$ cat config.mk
export PLATFORM = sky130hd
export DESIGN_NAME = viterbi_tag_reorder
export DESIGN_NICKNAME = d
export VERILOG_FILES = /design/src/rtl/viterbi_tag_reorder.sv
export SDC_FILE = /design/constraint.sdc
export NUM_CORES = 1
export LEC_CHECK = 0
export ABC_AREA = 1
export CAP_MARGIN = 20
export CORE_MARGIN = 2
export CORE_UTILIZATION = 45
export CTS_CLUSTER_DIAMETER = 150
export DETAILED_ROUTE_END_ITERATION = 10
export PLACE_DENSITY = 0.66
export SETUP_SLACK_MARGIN = 0.1
export SLEW_MARGIN = 20
export SYNTH_ARGS = -nofsm -noshare
export SYNTH_HDL_FRONTEND = slang
export SYNTH_SLANG_ARGS = --single-unit
export TNS_END_PERCENT = 50
$ cat constraint.sdc
create_clock -name clk -period 2.51 [get_ports clk]
set_input_delay 0.3765 -clock clk [delete_from_list [all_inputs] [get_ports clk]]
set_output_delay 0.3765 -clock clk [all_outputs]
set_load 0.03 [all_outputs]
$ cat src/rtl/viterbi_tag_reorder.sv
// rtl/viterbi_tag_reorder.sv - reorders backtrace POS tags into sentence order; optional stats counters under TAG_REORDER_STATS_EN
module viterbi_tag_reorder #(
    parameter int word_num     = 16,
    parameter int word_num_bit = 4,
    parameter int POS_num      = 11,
    parameter int POS_num_bit  = 4
) (
    input  logic                    clk,
    input  logic                    reset,
    input  logic                    tag_valid,
    input  logic [word_num_bit-1:0] tag_key,
    input  logic [POS_num_bit-1:0]  tag_pos,
    input  logic                    tag_last,
    input  logic                    tag_error,
    output logic                    in_ready,
    output logic                    out_valid,
    input  logic                    out_ready,
    output logic [word_num_bit-1:0] out_key,
    output logic [POS_num_bit-1:0]  out_pos,
    output logic                    out_last,
    output logic                    seq_err,
    output logic [7:0]              sent_cnt,
    output logic [7:0]              err_cnt
);

    typedef enum logic {
        COLLECT = 1'b0,
        DRAIN   = 1'b1
    } state_t;

    // One extra bit so the legal-tag limit can be compared without truncation.
    localparam logic [POS_num_bit:0] pos_limit = POS_num[POS_num_bit:0];

    state_t                  state, state_next;
    logic [POS_num_bit-1:0]  mem [word_num];
    logic [word_num-1:0]     filled, filled_next, filled_upd, need_mask;
    logic [word_num_bit-1:0] max_key, max_next, max_upd;
    logic [word_num_bit-1:0] rd_ptr, rd_next;
    logic                    bad, bad_next, bad_upd;
    logic                    complete, mem_we, seq_err_next;

    // Sentence view as it would look after absorbing the current tag.
    always_comb begin
        filled_upd = filled | (word_num'(1) << tag_key);
        max_upd    = (tag_key > max_key) ? tag_key : max_key;
        bad_upd    = bad | filled[tag_key] | ({1'b0, tag_pos} >= pos_limit);
        need_mask  = '0;
        for (int i = 0; i < word_num; i++) begin
            need_mask[i] = (i <= int'(max_upd));
        end
        complete   = &(filled_upd | ~need_mask);
    end

    // Next-state logic: collect tags, judge the sentence on tag_last, drain in key order.
    always_comb begin
        state_next   = state;
        filled_next  = filled;
        max_next     = max_key;
        bad_next     = bad;
        rd_next      = rd_ptr;
        mem_we       = 1'b0;
        seq_err_next = 1'b0;
        case (state)
            COLLECT: begin
                if (tag_valid) begin
                    if (tag_error) begin
                        filled_next  = '0;
                        max_next     = '0;
                        bad_next     = 1'b0;
                        seq_err_next = 1'b1;
                    end else begin
                        mem_we      = 1'b1;
                        filled_next = filled_upd;
                        max_next    = max_upd;
                        bad_next    = bad_upd;
                        if (tag_last) begin
                            if (bad_upd || !complete) begin
                                filled_next  = '0;
                                max_next     = '0;
                                bad_next     = 1'b0;
                                seq_err_next = 1'b1;
                            end else begin
                                state_next = DRAIN;
                                rd_next    = '0;
                            end
                        end
                    end
                end
            end
            DRAIN: begin
                // Tags arriving while draining cannot be stored without corrupting the output.
                if (tag_valid) begin
                    seq_err_next = 1'b1;
                end
                if (out_ready) begin
                    if (rd_ptr == max_key) begin
                        filled_next = '0;
                        max_next    = '0;
                        bad_next    = 1'b0;
                        rd_next     = '0;
                        state_next  = COLLECT;
                    end else begin
                        rd_next = rd_ptr + 1'b1;
                    end
                end
            end
            default: state_next = COLLECT;
        endcase
    end

    // Control and bookkeeping registers.
    always_ff @(posedge clk or posedge reset) begin
        if (reset) begin
            state   <= COLLECT;
            filled  <= '0;
            max_key <= '0;
            bad     <= 1'b0;
            rd_ptr  <= '0;
            seq_err <= 1'b0;
        end else begin
            state   <= state_next;
            filled  <= filled_next;
            max_key <= max_next;
            bad     <= bad_next;
            rd_ptr  <= rd_next;
            seq_err <= seq_err_next;
        end
    end

    // Tag storage; contents are only meaningful where filled is set, so no reset.
    always_ff @(posedge clk) begin
        if (mem_we) begin
            mem[tag_key] <= tag_pos;
        end
    end

    assign in_ready  = (state == COLLECT);
    assign out_valid = (state == DRAIN);
    assign out_key   = rd_ptr;
    assign out_pos   = out_valid ? mem[rd_ptr] : '0;
    assign out_last  = out_valid && (rd_ptr == max_key);

`ifdef TAG_REORDER_STATS_EN
    logic [7:0] sent_q, err_q;

    // Free-running wrap-around statistics.
    always_ff @(posedge clk or posedge reset) begin
        if (reset) begin
            sent_q <= '0;
            err_q  <= '0;
        end else begin
            if (out_valid && out_ready && out_last) begin
                sent_q <= sent_q + 8'd1;
            end
            if (seq_err_next) begin
                err_q <= err_q + 8'd1;
            end
        end
    end

    assign sent_cnt = sent_q;
    assign err_cnt  = err_q;
`else
    assign sent_cnt = '0;
    assign err_cnt  = '0;
`endif

endmodule

==> results.yml <==
global_routing:
  grt_max_degree: 34
  antenna_found_initial: 0
  grt_pass1_vias: 3790
  overflow: 0
  grt_pass1_wl_um: 19100
  grt_use_total_pct: 22.3
routing:
  first_pass_iters: 4
  drtIter0Drc: 259
  wl_um: 11900
  wl_met2_um: 5940
  drc: 0
  routed.top_layer: "met4"
  drt-met1-wl_um: 4630
  wire_per_inst_um: 16.2
  vias: 3881
  routed_via_density: 5.29
  dr_wl_met3_um: 864
  ant_nets: 0
yosys:
  synth_top_area_cell: "edfxtp_1"
  ys_seq_area_share_pct: 57.1
  async_flop_share_pct: 29.7
  synth_top_flop_cell: "edfxtp_1"
  ys_ff_latch: 91
  avgSynthCellArea_um2: 9.16
  synth_area_mm2: 0.00455
  synth_edf_count: 64
  yosys.area.top_type_share_pct: 42.3
  synthTopCellsByArea: "edfxtp_1 42%, dfrtp_1 15%, nand2_1 7.5%"
  synthTopCellsByCount: "91 x nand2_1, 79 x nor2_1, 64 x edfxtp_1"
  synth.most_common_cell: "nand2_1"
  synth_cell_types: 28
  synth_warnings: 0
  syn_inst: 496
placement:
  placed_area_mm2: 0.00538
  port_buffers: 25
  gp_congestion: 0.973
  hpwl_um: 8370
clock_tree:
  clk_path_buf_depth: 2
  path_clk_slew_ns: 0.09
  cts_buffers: 9
  clk_latency_ns: 0.36
  cts-root-buf: "clkbuf_8"
  cts.htree.levels: 3
  cts_hold_buffers: 0
  cts_tree: "done"
  cts.sinks: 91
timing:
  fmax_ghz: 0.404
  hold_violations: 0
  layout_min_cycle_time_ns: 2.48
  holdWs_ns: 0.375
  period_share_pct: 98.6
  tns_ns: 0
  slew_viol_final: 0
  setup_viol: 0
  finClkSkew_ns: 0.0139
  slew_headroom_pct: 38.2
  rsz0062_at_grt: "true"
  worst_pin_slew_ns: 0.924
final_layout:
  n_antenna_cell: 0
  fill_cells: 829
  final_layout_size_suffix_gt1_share_pct: 27.3
  fin_nets: 615
  area_growth_pct: 30.8
  design_area_mm2: 0.00594
critical_path:
  arrival_ns: 2.76
  required_ns: 2.79
  crit_start: "max_key[1]$_DFFE_PP0P_"
  setup.worst_path.end_class: "flip-flop"
  cp-start-kind: "flip-flop"
  crit_path_max_fanout: 6
  r2r_start: "max_key[1]$_DFFE_PP0P_"
  criticalPathCategory: "reg2reg"
hold_path:
  hp-class: "in2async"
die:
  num_rows: 36
  fp.coreArea_mm2: 0.00977
  chipWidth_um: 105
  start_util_pct: 46.5
  io_pins: 42
  dieArea_mm2: 0.0109
  die_h_um: 105
power:
  swShare_pct: 27.9
  peakVddDrop_mv: 0.337
  p_comb_share_pct: 19.1
  pwr-share-seq_pct: 51.0
  clkPwrFrac_pct: 30.0
  leakagePower_nw: 2.49
  powerDensity_mw_per_mm2: 542
  switchingPower_mw: 0.899
  p_int_mw: 2.33
job:
  maxCapViolations: 0
run_status:
  status: "finished clean"
[placed cells by master, fill, tap and decap left out, types with 3 or more instances in the layout]
cell / count
a21oi_1: 24
a21oi_2: 16
buf_4: 82
buf_6: 3
clkbuf_8: 9
clkdlybuf4s50_1: 16
clkinv_1: 3
conb_1: 16
dfrtp_1: 26
dlymetal6s2s_1: 3
edfxtp_1: 64
ha_1: 3
inv_1: 21
inv_2: 10
nand2_1: 79
nand2_2: 7
nand2_4: 9
nand2_8: 5
nand3_1: 26
nand3_2: 5
nor2_1: 74
nor2_4: 3
nor3_1: 13
nor4_1: 3
o21ai_0: 34
o21ai_1: 4
o221ai_1: 14
o22ai_1: 3
xor2_1: 4
[state kept, by name, summed over array words and instances (netlist names)]
| signal | cells |
|---|---|
| seq_err | 1 |
| out_key | 4 |
| filled | 16 |
| mem | 64 |
| bad | 1 |
| max_key | 4 |
| out_valid | 1 |
[repair_timing]
action	4_1_cts	5_1_grt
gates resized for setup	35	78
cloned	1	0
endpoints found under the setup margin	29	30
buffers inserted	0	8
pin swaps	5	19
[metal layers]
layer / up-vias / track usage (%)
li1: 1882 / -
met1: 1798 / 27.4
met2: 163 / 36.9
met3: 38 / 5.64
met4: 0 / 10.3
met5: - / 0
[kinds of logic after synthesis]
| group | after synthesis | share of synthesized area [%] |
|---|---|---|
| simple gates | 228 | 21.0 |
| compound gates | 100 | 12.5 |
| flops | 91 | 57.1 |
| buf+inv | 67 | 7.13 |
| fa+ha+maj | 5 | 1.38 |
| xor+xnor | 4 | 0.771 |
| other cells | 1 | 0.0825 |
[layout make-up]
type | count | area, µm² | area share [%]
multi-input combinational | 354 | 1990 | 33.4
tap | 133 | 166 | 2.80
inverter | 34 | 128 | 2.15
timing repair buffer | 106 | 876 | 14.7
clock inverter | 5 | 62.6 | 1.05
sequential | 91 | 2600 | 43.7
clock buffer | 10 | 128 | 2.15
[critical path, stage by stage (launching register included)]
cell and delay (ns):
dfrtp_1 0.41, inv_2 0.10, ha_4 0.21, nand2_1 0.06
nand2_1 0.06, nand2_2 0.08, nand2_4 0.10, nand2_8 0.11
nand2_1 0.10, nand2_2 0.11, nand2_2 0.08, buf_4 0.14
nand2_1 0.05, nand2_1 0.04, nand2_1 0.07, nand3_2 0.08
nor2_4 0.14, nand2_4 0.09, nand2_8 0.12, nand2_8 0.09
a21oi_2 0.16
[power groups by stage]
stage / Clock (mW) / Combinational (mW) / Sequential, mW
floorplan: 0 / 0.277 / 1.68
global placement: 0 / 0.445 / 1.68
detailed placement: 0 / 0.445 / 1.68
CTS: 0.986 / 0.468 / 1.64
global route: 1.04 / 0.670 / 1.65
finish: 0.966 / 0.615 / 1.64
[per-stage QoR]
step                std cells  worst slack, ns  util [%]  power, mW
global route              733           -0.115      60.8       3.35
detailed placement        709           -0.390      55.0       2.12
floorplan                 511            0.170         -       1.95
CTS                       725           0.0562      57.9       3.10
global placement          709           -0.308      55.0       2.12
finish                    733           0.0345      60.8       3.22
[worst paths after layout]
path | to | slack (ns) | cells past startpoint
min reg2reg | filled[14]$_DFFE_PP0P_ | 0.55 | 2
min in group clk | filled[14]$_DFFE_PP0P_ | 0.55 | 2
max reg2reg | filled[8]$_DFFE_PP0P_ | 0.03 | 20
max | filled[8]$_DFFE_PP0P_ | 0.03 | 20
min | filled[6]$_DFFE_PP0P_ | 0.38 | 3
max in group asynchronous | out_key[1]$_DFFE_PP0P_ | 1.84 | 3
No activity file was read; power rests on OpenSTA's default activity.
